$ cat config.mk
export PLATFORM = sky130hd
export DESIGN_NAME = axil_cmd_master
export DESIGN_NICKNAME = d
export VERILOG_FILES = /design/src/rtl/axil_pkg.sv /design/src/rtl/axil_cmd_master.sv
export SDC_FILE = /design/constraint.sdc
export NUM_CORES = 1
export LEC_CHECK = 0
export ABC_AREA = 1
export CAP_MARGIN = 20
export CORE_AREA = 2 2 98 100
export DETAILED_ROUTE_END_ITERATION = 10
export DIE_AREA = 0 0 100 102
export GPL_TIMING_DRIVEN = 0
export PLACE_DENSITY = 0.94
export RECOVER_POWER = 100
export SLEW_MARGIN = 20
export SYNTH_ARGS = -nofsm -noshare
export SYNTH_HDL_FRONTEND = slang
export SYNTH_SLANG_ARGS = --single-unit
export TNS_END_PERCENT = 1
$ cat constraint.sdc
create_clock -name a_clk -period 6.9 [get_ports a_clk]
set_input_delay 2.07 -clock a_clk [delete_from_list [all_inputs] [get_ports a_clk]]
set_output_delay 2.07 -clock a_clk [all_outputs]
set_load 0.03 [all_outputs]
$ cat src/rtl/axil_pkg.sv
// Shared definitions for the AXI4-Lite command master: FSM encoding and AXI response/protection codes.
`default_nettype none

package axil_pkg;

  typedef enum logic [2:0] {
    ST_IDLE    = 3'd0,
    ST_WR_AW_W = 3'd1,
    ST_WR_B    = 3'd2,
    ST_RD_AR   = 3'd3,
    ST_RD_R    = 3'd4,
    ST_RSP     = 3'd5
  } axil_state_e;

  localparam logic [1:0] AXI_RESP_OKAY   = 2'b00;
  localparam logic [1:0] AXI_RESP_SLVERR = 2'b10;
  localparam logic [1:0] AXI_RESP_DECERR = 2'b11;

  localparam logic [2:0] AXI_PROT_DEFAULT = 3'b000;

endpackage

`default_nettype wire

$ cat src/rtl/axil_cmd_master.sv
// Single-outstanding AXI4-Lite master: converts a valid/ready command port into one AXI
// read or write transaction and returns the result on a valid/ready response port.
`default_nettype none

module axil_cmd_master
  import axil_pkg::*;
#(
  parameter int DATA_WIDTH = 32,
  parameter int ADDR_WIDTH = 16,
  parameter int STRB_WIDTH = DATA_WIDTH / 8
) (
  input  logic                  a_clk,
  input  logic                  a_rst,

  input  logic [ADDR_WIDTH-1:0] cmd_addr,
  input  logic [DATA_WIDTH-1:0] cmd_wdata,
  input  logic [STRB_WIDTH-1:0] cmd_wstrb,
  input  logic                  cmd_write,
  input  logic                  cmd_valid,
  output logic                  cmd_ready,

  output logic [DATA_WIDTH-1:0] rsp_rdata,
  output logic [1:0]            rsp_resp,
  output logic                  rsp_write,
  output logic                  rsp_valid,
  input  logic                  rsp_ready,

  output logic [ADDR_WIDTH-1:0] m_axil_awaddr,
  output logic [2:0]            m_axil_awprot,
  output logic                  m_axil_awvalid,
  input  logic                  m_axil_awready,
  output logic [DATA_WIDTH-1:0] m_axil_wdata,
  output logic [STRB_WIDTH-1:0] m_axil_wstrb,
  output logic                  m_axil_wvalid,
  input  logic                  m_axil_wready,
  input  logic [1:0]            m_axil_bresp,
  input  logic                  m_axil_bvalid,
  output logic                  m_axil_bready,
  output logic [ADDR_WIDTH-1:0] m_axil_araddr,
  output logic [2:0]            m_axil_arprot,
  output logic                  m_axil_arvalid,
  input  logic                  m_axil_arready,
  input  logic [DATA_WIDTH-1:0] m_axil_rdata,
  input  logic [1:0]            m_axil_rresp,
  input  logic                  m_axil_rvalid,
  output logic                  m_axil_rready
);

  axil_state_e state_q, state_d;

  logic cmd_ready_q, cmd_ready_d;
  logic awvalid_q,   awvalid_d;
  logic wvalid_q,    wvalid_d;
  logic bready_q,    bready_d;
  logic arvalid_q,   arvalid_d;
  logic rready_q,    rready_d;
  logic rsp_valid_q, rsp_valid_d;

  logic [ADDR_WIDTH-1:0] addr_q;
  logic [DATA_WIDTH-1:0] wdata_q;
  logic [STRB_WIDTH-1:0] wstrb_q;
  logic                  write_q;
  logic [DATA_WIDTH-1:0] rdata_q, rdata_d;
  logic [1:0]            resp_q,  resp_d;
  logic                  accept;

  always_ff @(posedge a_clk) begin
    if (a_rst) begin
      state_q     <= ST_IDLE;
      cmd_ready_q <= 1'b0;
      awvalid_q   <= 1'b0;
      wvalid_q    <= 1'b0;
      bready_q    <= 1'b0;
      arvalid_q   <= 1'b0;
      rready_q    <= 1'b0;
      rsp_valid_q <= 1'b0;
    end else begin
      state_q     <= state_d;
      cmd_ready_q <= cmd_ready_d;
      awvalid_q   <= awvalid_d;
      wvalid_q    <= wvalid_d;
      bready_q    <= bready_d;
      arvalid_q   <= arvalid_d;
      rready_q    <= rready_d;
      rsp_valid_q <= rsp_valid_d;
    end
  end

  // Datapath holding registers carry no reset; their contents only matter once a command is accepted.
  always_ff @(posedge a_clk) begin
    if (accept) begin
      addr_q  <= cmd_addr;
      wdata_q <= cmd_wdata;
      wstrb_q <= cmd_wstrb;
      write_q <= cmd_write;
    end
    rdata_q <= rdata_d;
    resp_q  <= resp_d;
  end

  always_comb begin
    state_d     = state_q;
    cmd_ready_d = cmd_ready_q;
    awvalid_d   = awvalid_q;
    wvalid_d    = wvalid_q;
    bready_d    = bready_q;
    arvalid_d   = arvalid_q;
    rready_d    = rready_q;
    rsp_valid_d = rsp_valid_q;
    rdata_d     = rdata_q;
    resp_d      = resp_q;
    accept      = 1'b0;

    case (state_q)
      ST_IDLE: begin
        cmd_ready_d = 1'b1;
        if (cmd_valid && cmd_ready_q) begin
          accept      = 1'b1;
          cmd_ready_d = 1'b0;
          if (cmd_write) begin
            state_d   = ST_WR_AW_W;
            awvalid_d = 1'b1;
            wvalid_d  = 1'b1;
          end else begin
            state_d   = ST_RD_AR;
            arvalid_d = 1'b1;
          end
        end
      end

      // AW and W complete independently; move on only when neither is still pending.
      ST_WR_AW_W: begin
        if (awvalid_q && m_axil_awready) awvalid_d = 1'b0;
        if (wvalid_q && m_axil_wready)   wvalid_d  = 1'b0;
        if (!awvalid_d && !wvalid_d) begin
          state_d  = ST_WR_B;
          bready_d = 1'b1;
        end
      end

      ST_WR_B: begin
        if (m_axil_bvalid) begin
          resp_d      = m_axil_bresp;
          rdata_d     = '0;
          bready_d    = 1'b0;
          rsp_valid_d = 1'b1;
          state_d     = ST_RSP;
        end
      end

      ST_RD_AR: begin
        if (m_axil_arready) begin
          arvalid_d = 1'b0;
          rready_d  = 1'b1;
          state_d   = ST_RD_R;
        end
      end

      ST_RD_R: begin
        if (m_axil_rvalid) begin
          rdata_d     = m_axil_rdata;
          resp_d      = m_axil_rresp;
          rready_d    = 1'b0;
          rsp_valid_d = 1'b1;
          state_d     = ST_RSP;
        end
      end

      ST_RSP: begin
        if (rsp_ready) begin
          rsp_valid_d = 1'b0;
          cmd_ready_d = 1'b1;
          state_d     = ST_IDLE;
        end
      end

      default: begin
        state_d = ST_IDLE;
      end
    endcase
  end

  assign cmd_ready = cmd_ready_q;

  assign rsp_rdata = rdata_q;
  assign rsp_resp  = resp_q;
  assign rsp_write = write_q;
  assign rsp_valid = rsp_valid_q;

  assign m_axil_awaddr  = addr_q;
  assign m_axil_awprot  = AXI_PROT_DEFAULT;
  assign m_axil_awvalid = awvalid_q;
  assign m_axil_wdata   = wdata_q;
  assign m_axil_wstrb   = wstrb_q;
  assign m_axil_wvalid  = wvalid_q;
  assign m_axil_bready  = bready_q;
  assign m_axil_araddr  = addr_q;
  assign m_axil_arprot  = AXI_PROT_DEFAULT;
  assign m_axil_arvalid = arvalid_q;
  assign m_axil_rready  = rready_q;

endmodule

`default_nettype wire

==> flow_summary.yaml, run 1 <==
floorplan:
  die_w_um: 100
  io_pins: 214
  start_util_pct: 40.3
  rows: 35
  core-area_mm2: 0.00911
  die_h_um: 102
  die-area_mm2: 0.0102
setup_path:
  cp-start-kind: "primary input"
  crit_path_top_delay_cell: "clkbuf_1"
  cp_data_arrival_time_ns: 4.74
  crit_type: "in -> reg"
  crit_fanout: 22
  rr_startpoint: "state_q[1]$_SDFFE_PP0P_"
  crit_required_ns: 6.86
  slowest_delay_ns: 0.94
  crit_start: "rsp_ready"
  cp_cell_sequence: "dlygate4sd3_1 -> inv_1 -> nand4_1 -> nand3_1 -> nor2_1 -> clkbuf_1"
  end_kind: "flop"
pwr:
  clock_power_share_pct: 19.6
  internal_power_mw: 1.20
  powerDensity_mw_per_mm2: 308
  combPwrFrac_pct: 36.4
  power_mw: 1.88
  netSwitchingPower_uw: 677
  p_sw_share_pct: 36.1
  peakVddDrop_uv: 156
  p_seq_share_pct: 44.1
  p_leak_nw: 2.50
cells_and_area:
  multi_input_area_um2: 477
  area_growth_pct: 66.0
  seq_area_mm2: 0.00281
  antennaDiodeCount: 0
  drive_above_1_share_pct: 10.2
  num-fill-cells: 684
  fin_nets: 601
placed_design:
  place_congestion: 0.792
  hpwlAfterDp_um: 8040
  numPortBuffers: 207
synthesis:
  avgSynthCellArea_um2: 13.2
  yosysMostFrequentCell: "edfxtp_1"
  synth_largest_area_cell: "edfxtp_1"
  synth_edf_count: 87
  synth_area_leaders: "edfxtp_1 71%, dfxtp_1 5.4%, inv_1 4.8%"
  ys_async_sr_fraction_pct: 0
  syn-cell-area_mm2: 0.00367
  ys_seq_area_share_pct: 76.6
  synthTopCellsByCount: "87 x edfxtp_1, 47 x inv_1, 43 x nor2_1"
  yosysWarnings: 0
  netlist.area_leader.share_pct: 71.1
  synth_cells: 278
  ys_seq_elements: 97
  synth.distinct_cells: 21
  synth_flop_cell: "edfxtp_1"
global_route:
  grt_max_degree: 30
  antenna_found_initial: 0
  grt_pass1_wl_um: 14700
  grtUsageTotal_pct: 19.3
  overflow: 0
  first_global_vias: 2851
clock_tree:
  postCtsHoldBufs: 0
  cts_tree: "done"
  worstSkewPairLatency_ns: 0.35
  cts_made_buffers: 9
  clk_pin_slew_ns: 0.09
  clockRootBuffer: "clkbuf_8"
  cts.htree.levels: 3
  clockBufferDepth: 2
  cts_resized: 0
  cts_setup_buffers: 0
  cts_sinks: 97
detailed_routing:
  top_layer_used: "met4"
  route.vias.total: 2754
  wl_per_cell_um: 16.2
  drtPass1Iterations: 5
  drt_iter0_markers: 100
  routed_wl_um: 10000
  wl_met1_um: 3480
  viasPerCell: 4.45
  drc_errors: 0
  met2_wirelength_um: 5780
  postRouteAntennaNets: 0
  route.met3.wl_um: 572
hold_path:
  min_path_type: "reg -> reg"
  hp-start: "rsp_valid$_SDFFE_PP0P_"
sta:
  worstMarginPinSlew_ns: 2.38
  relSlewSlack_pct: -58.9
  fmax_mhz: 209
  fin_crit_ns: 4.77
  tns_ns: 0
  finClkSkew_ns: 0.0131
  slew_viol_final: 28
  rsz0062_at_grt: "no"
  whs_ns: 0.464
  setup_viol: 0
  hold_viol: 0
  min_period_over_period_pct: 69.2
flow_run:
  cap_viol_max_count: 1
status:
  violations: "max-capacitance violations, max-slew violations"
  status: "complete, but fails checks"
## through the flow
stage | util, % | area (um^2) | instances | setup slack [ns]
finish | 66.9 | 6100 | 619 | 2.13
global route | 66.9 | 6100 | 619 | 1.86
CTS | 67.5 | 6150 | 619 | 3.31
detailed placement | 65.4 | 5960 | 603 | 2.95
global placement | 64.8 | 5900 | 601 | 1.78
floorplan | - | 3690 | 283 | 2.71
## power groups by stage
stage / Combinational, mW / Sequential (mW) / Clock (mW)
4_1_cts: 0.763 / 0.829 / 0.376
3_3_place_gp: 0.714 / 0.839 / 0
3_5_place_dp: 0.761 / 0.843 / 0
2_1_floorplan: 0.218 / 1.04 / 0
6_report: 0.682 / 0.827 / 0.367
5_1_grt: 0.729 / 0.839 / 0.402
## flip-flops by register name (all words and copies together), names as in the netlist
name / count
cmd_ready: 1
m_axil_araddr: 16
m_axil_arvalid: 1
m_axil_awvalid: 1
m_axil_bready: 1
m_axil_rready: 1
m_axil_wdata: 32
m_axil_wstrb: 4
m_axil_wvalid: 1
rsp_rdata: 32
rsp_resp: 2
rsp_valid: 1
rsp_write: 1
state_q: 3
## logic make-up (layout without fill, tap and decap cells)
logic type | after synthesis | after routing | synth area share [%]
other | 1 | 6 | 0.102
DFF | 97 | 97 | 76.6
buffers and inverters | 76 | 301 | 10.3
AOI/OAI and AO/OA | 16 | 16 | 2.52
and+or+nand+nor | 88 | 88 | 10.5
## layout make-up
class	count	area share (%)
clock inverters	6	1.09
clock buffers	10	2.09
multi-input cells	110	7.82
well taps	111	2.28
flip-flops and latches	97	46.1
plain buffers	26	3.14
repair buffers	209	34.4
inverters	50	3.08
## worst max-delay path: cells and delay by family
family                 cells  cell delay, ns
buffers and inverters      3            1.59
AND/OR/NAND/NOR            3            1.06
## cell usage in the layout, fill, tap and decap left out, drive strengths merged, types with 6 or more instances in the layout
cell and instances:
buf 27, conb 6, o21ai 6, clkbuf 11, inv 51, edfxtp 87
dlygate4sd3 199, clkdlybuf4s50 8, nor2 48, nand2 33, a21oi 8, dfxtp 10
## final timing paths
kind	slack, ns	endpoint	depth (start not counted)
setup / recovery	2.13	rsp_rdata[15]$_SDFFCE_PP0P_	6
hold / removal	0.46	rsp_valid$_SDFFE_PP0P_	2
setup reg to reg	3.72	rsp_rdata[15]$_SDFFCE_PP0P_	7
hold reg to reg	0.46	rsp_valid$_SDFFE_PP0P_	2
## layer usage
metal / vias to the layer above / track usage, %
li1: 1329 / -
met4: 0 / 7.17
met3: 14 / 4.17
met2: 112 / 38.1
met5: - / 0
met1: 1299 / 19.8
Note: power is estimated with default switching activity, not from simulation.
==> run 2, diff against run 1 <==
Settings changed: CORE_AREA 2 2 98 100 to 2 2 107 109, DIE_AREA 0 0 100 102 to 0 0 109 111, PLACE_DENSITY 0.94 to 0.85.
Clock period 6.9 ns to 3.9 ns, I/O delays scaled along.
==> flow_summary.yaml, run 2 (synthesis results as in run 1) <==
status:
  status: "finished clean"
cells_and_area:
  finalNonFillerCells: 653
  seq_area_mm2: 0.00281
  layout_common_cells: "198 x dlygate4sd3_1, 87 x edfxtp_1, 48 x inv_1"
  num-fill-cells: 911
  fin_nets: 601
  final_common_cell: "dlygate4sd3_1"
  area_growth_pct: 70.2
  multi_input_area_um2: 479
  drive_above_1_share_pct: 10.4
setup_path:
  crit_path_top_delay_cell: "nor2_2"
  crit_buf_inv: 2
  cpLargestDelayFamily: "simple AND/OR/NAND/NOR gates"
  crit_required_ns: 3.92
  crit_fanout: 30
  cp-start-kind: "primary input"
  crit_type: "in -> reg"
  cp_data_arrival_time_ns: 3.09
  cp_cell_sequence: "clkdlybuf4s50_1 -> nand2_1 -> nor2_2 -> buf_12"
  end_kind: "flop"
  slowest_delay_ns: 1.07
sta:
  rsz0062_at_grt: "no"
  worstMarginPinSlew_ns: 1.40
  finClkSkew_ns: 0.00763
  setup_viol: 0
  layout_setup_ws_ns: 0.831
  fin_crit_ns: 3.07
  min_period_over_period_pct: 78.7
  hold_viol: 0
  tns_ns: 0
  slew_viol_final: 0
  relSlewSlack_pct: 6.26
  fmax_mhz: 326
detailed_routing:
  routed_wl_um: 9630
  met2_wirelength_um: 5420
  drtPass1Iterations: 4
  wl_per_cell_um: 14.7
  postRouteAntennaNets: 0
  drt_iter0_markers: 152
  drc_errors: 0
  route.vias.total: 2766
  top_layer_used: "met4"
  wl_met1_um: 3410
  route.met3.wl_um: 575
  viasPerCell: 4.24
clock_tree:
  postCtsHoldBufs: 0
  clockBufferDepth: 2
  cts.htree.levels: 3
  cts_made_buffers: 9
  worstSkewPairLatency_ns: 0.33
  cts_sinks: 97
  clockRootBuffer: "clkbuf_16"
  cts_setup_buffers: 0
  cts_resized: 0
  clk_pin_slew_ns: 0.06
  cts_tree: "done"
pwr:
  p_seq_share_pct: 41.3
  combPwrFrac_pct: 34.5
  netSwitchingPower_mw: 1.21
  internal_power_mw: 2.33
  p_leak_nw: 2.55
  clock_power_share_pct: 24.2
  peakVddDrop_uv: 281
  p_sw_share_pct: 34.2
  powerDensity_mw_per_mm2: 566
global_route:
  antenna_found_initial: 2
  grt_pass1_wl_um: 14100
  grtUsageTotal_pct: 15.7
  first_global_vias: 2724
  overflow: 0
  grt_max_degree: 31
floorplan:
  die_w_um: 109
  io_pins: 214
  core-area_mm2: 0.0111
  start_util_pct: 33.2
  die-area_mm2: 0.0121
  rows: 39
  die_h_um: 111
placed_design:
  placedCellCount: 635
  place_congestion: 0.786
  hpwlAfterDp_um: 7570
  pre_cts_ws_ns: 0.873
  numPortBuffers: 207
hold_path:
  min_path_type: "reg -> reg"
flow_run:
  cap_viol_max_count: 0
## run 2: final cells by class
class | count | share of cell area (%)
buffer | 26 | 3.06
timing repair buffer | 209 | 33.8
sequential | 97 | 45.0
multi-input combinational | 110 | 7.66
clock buffer | 10 | 3.66
clock inverter | 6 | 0.920
inverter | 50 | 3.00
antenna | 2 | 0.0800
tap | 143 | 2.86
## run 2: path summary, 6_finish.rpt
path	startpoint	to	slack [ns]	cells after the start
setup reg to reg	state_q[2]$_SDFFE_PP0P_	m_axil_wstrb[0]$_DFFE_PP_	1.54	5
hold reg to reg	rsp_valid$_SDFFE_PP0P_	rsp_valid$_SDFFE_PP0P_	0.45	2
setup / recovery	cmd_valid	m_axil_wstrb[0]$_DFFE_PP_	0.83	4
hold / removal	rsp_valid$_SDFFE_PP0P_	rsp_valid$_SDFFE_PP0P_	0.45	2
## run 2: worst min-delay path, stage by stage (launching register included)
cell and delay, ns:
dfxtp_1 0.31, inv_1 0.05, a21oi_1 0.06
## run 2: routing by layer
metal	vias up	global-route usage [%]
met3	17	3.00
li1	1330	-
met2	124	29.2
met4	0	8.12
met1	1295	16.1
met5	-	0
## run 2: stage by stage
step | utilization, % | instance area, um^2 | power [mW] | hold slack (ns)
6_report | 56.5 | 6250 | 3.54 | 0.454
5_1_grt | 56.5 | 6250 | 3.69 | 0.472
4_1_cts | 56.7 | 6280 | 3.68 | 0.464
3_5_place_dp | 54.1 | 5990 | 2.82 | 0.453
3_3_place_gp | 53.7 | 5940 | 2.75 | 0.447
2_1_floorplan | - | 3690 | 2.23 | 0.537
## run 2: power groups by stage
stage	logic (mW)	registers, mW	clock network (mW)
floorplan	0.386	1.84	0
global placement	1.26	1.49	0
detailed placement	1.33	1.49	0
CTS	1.33	1.47	0.879
global route	1.30	1.48	0.913
finish	1.22	1.46	0.857
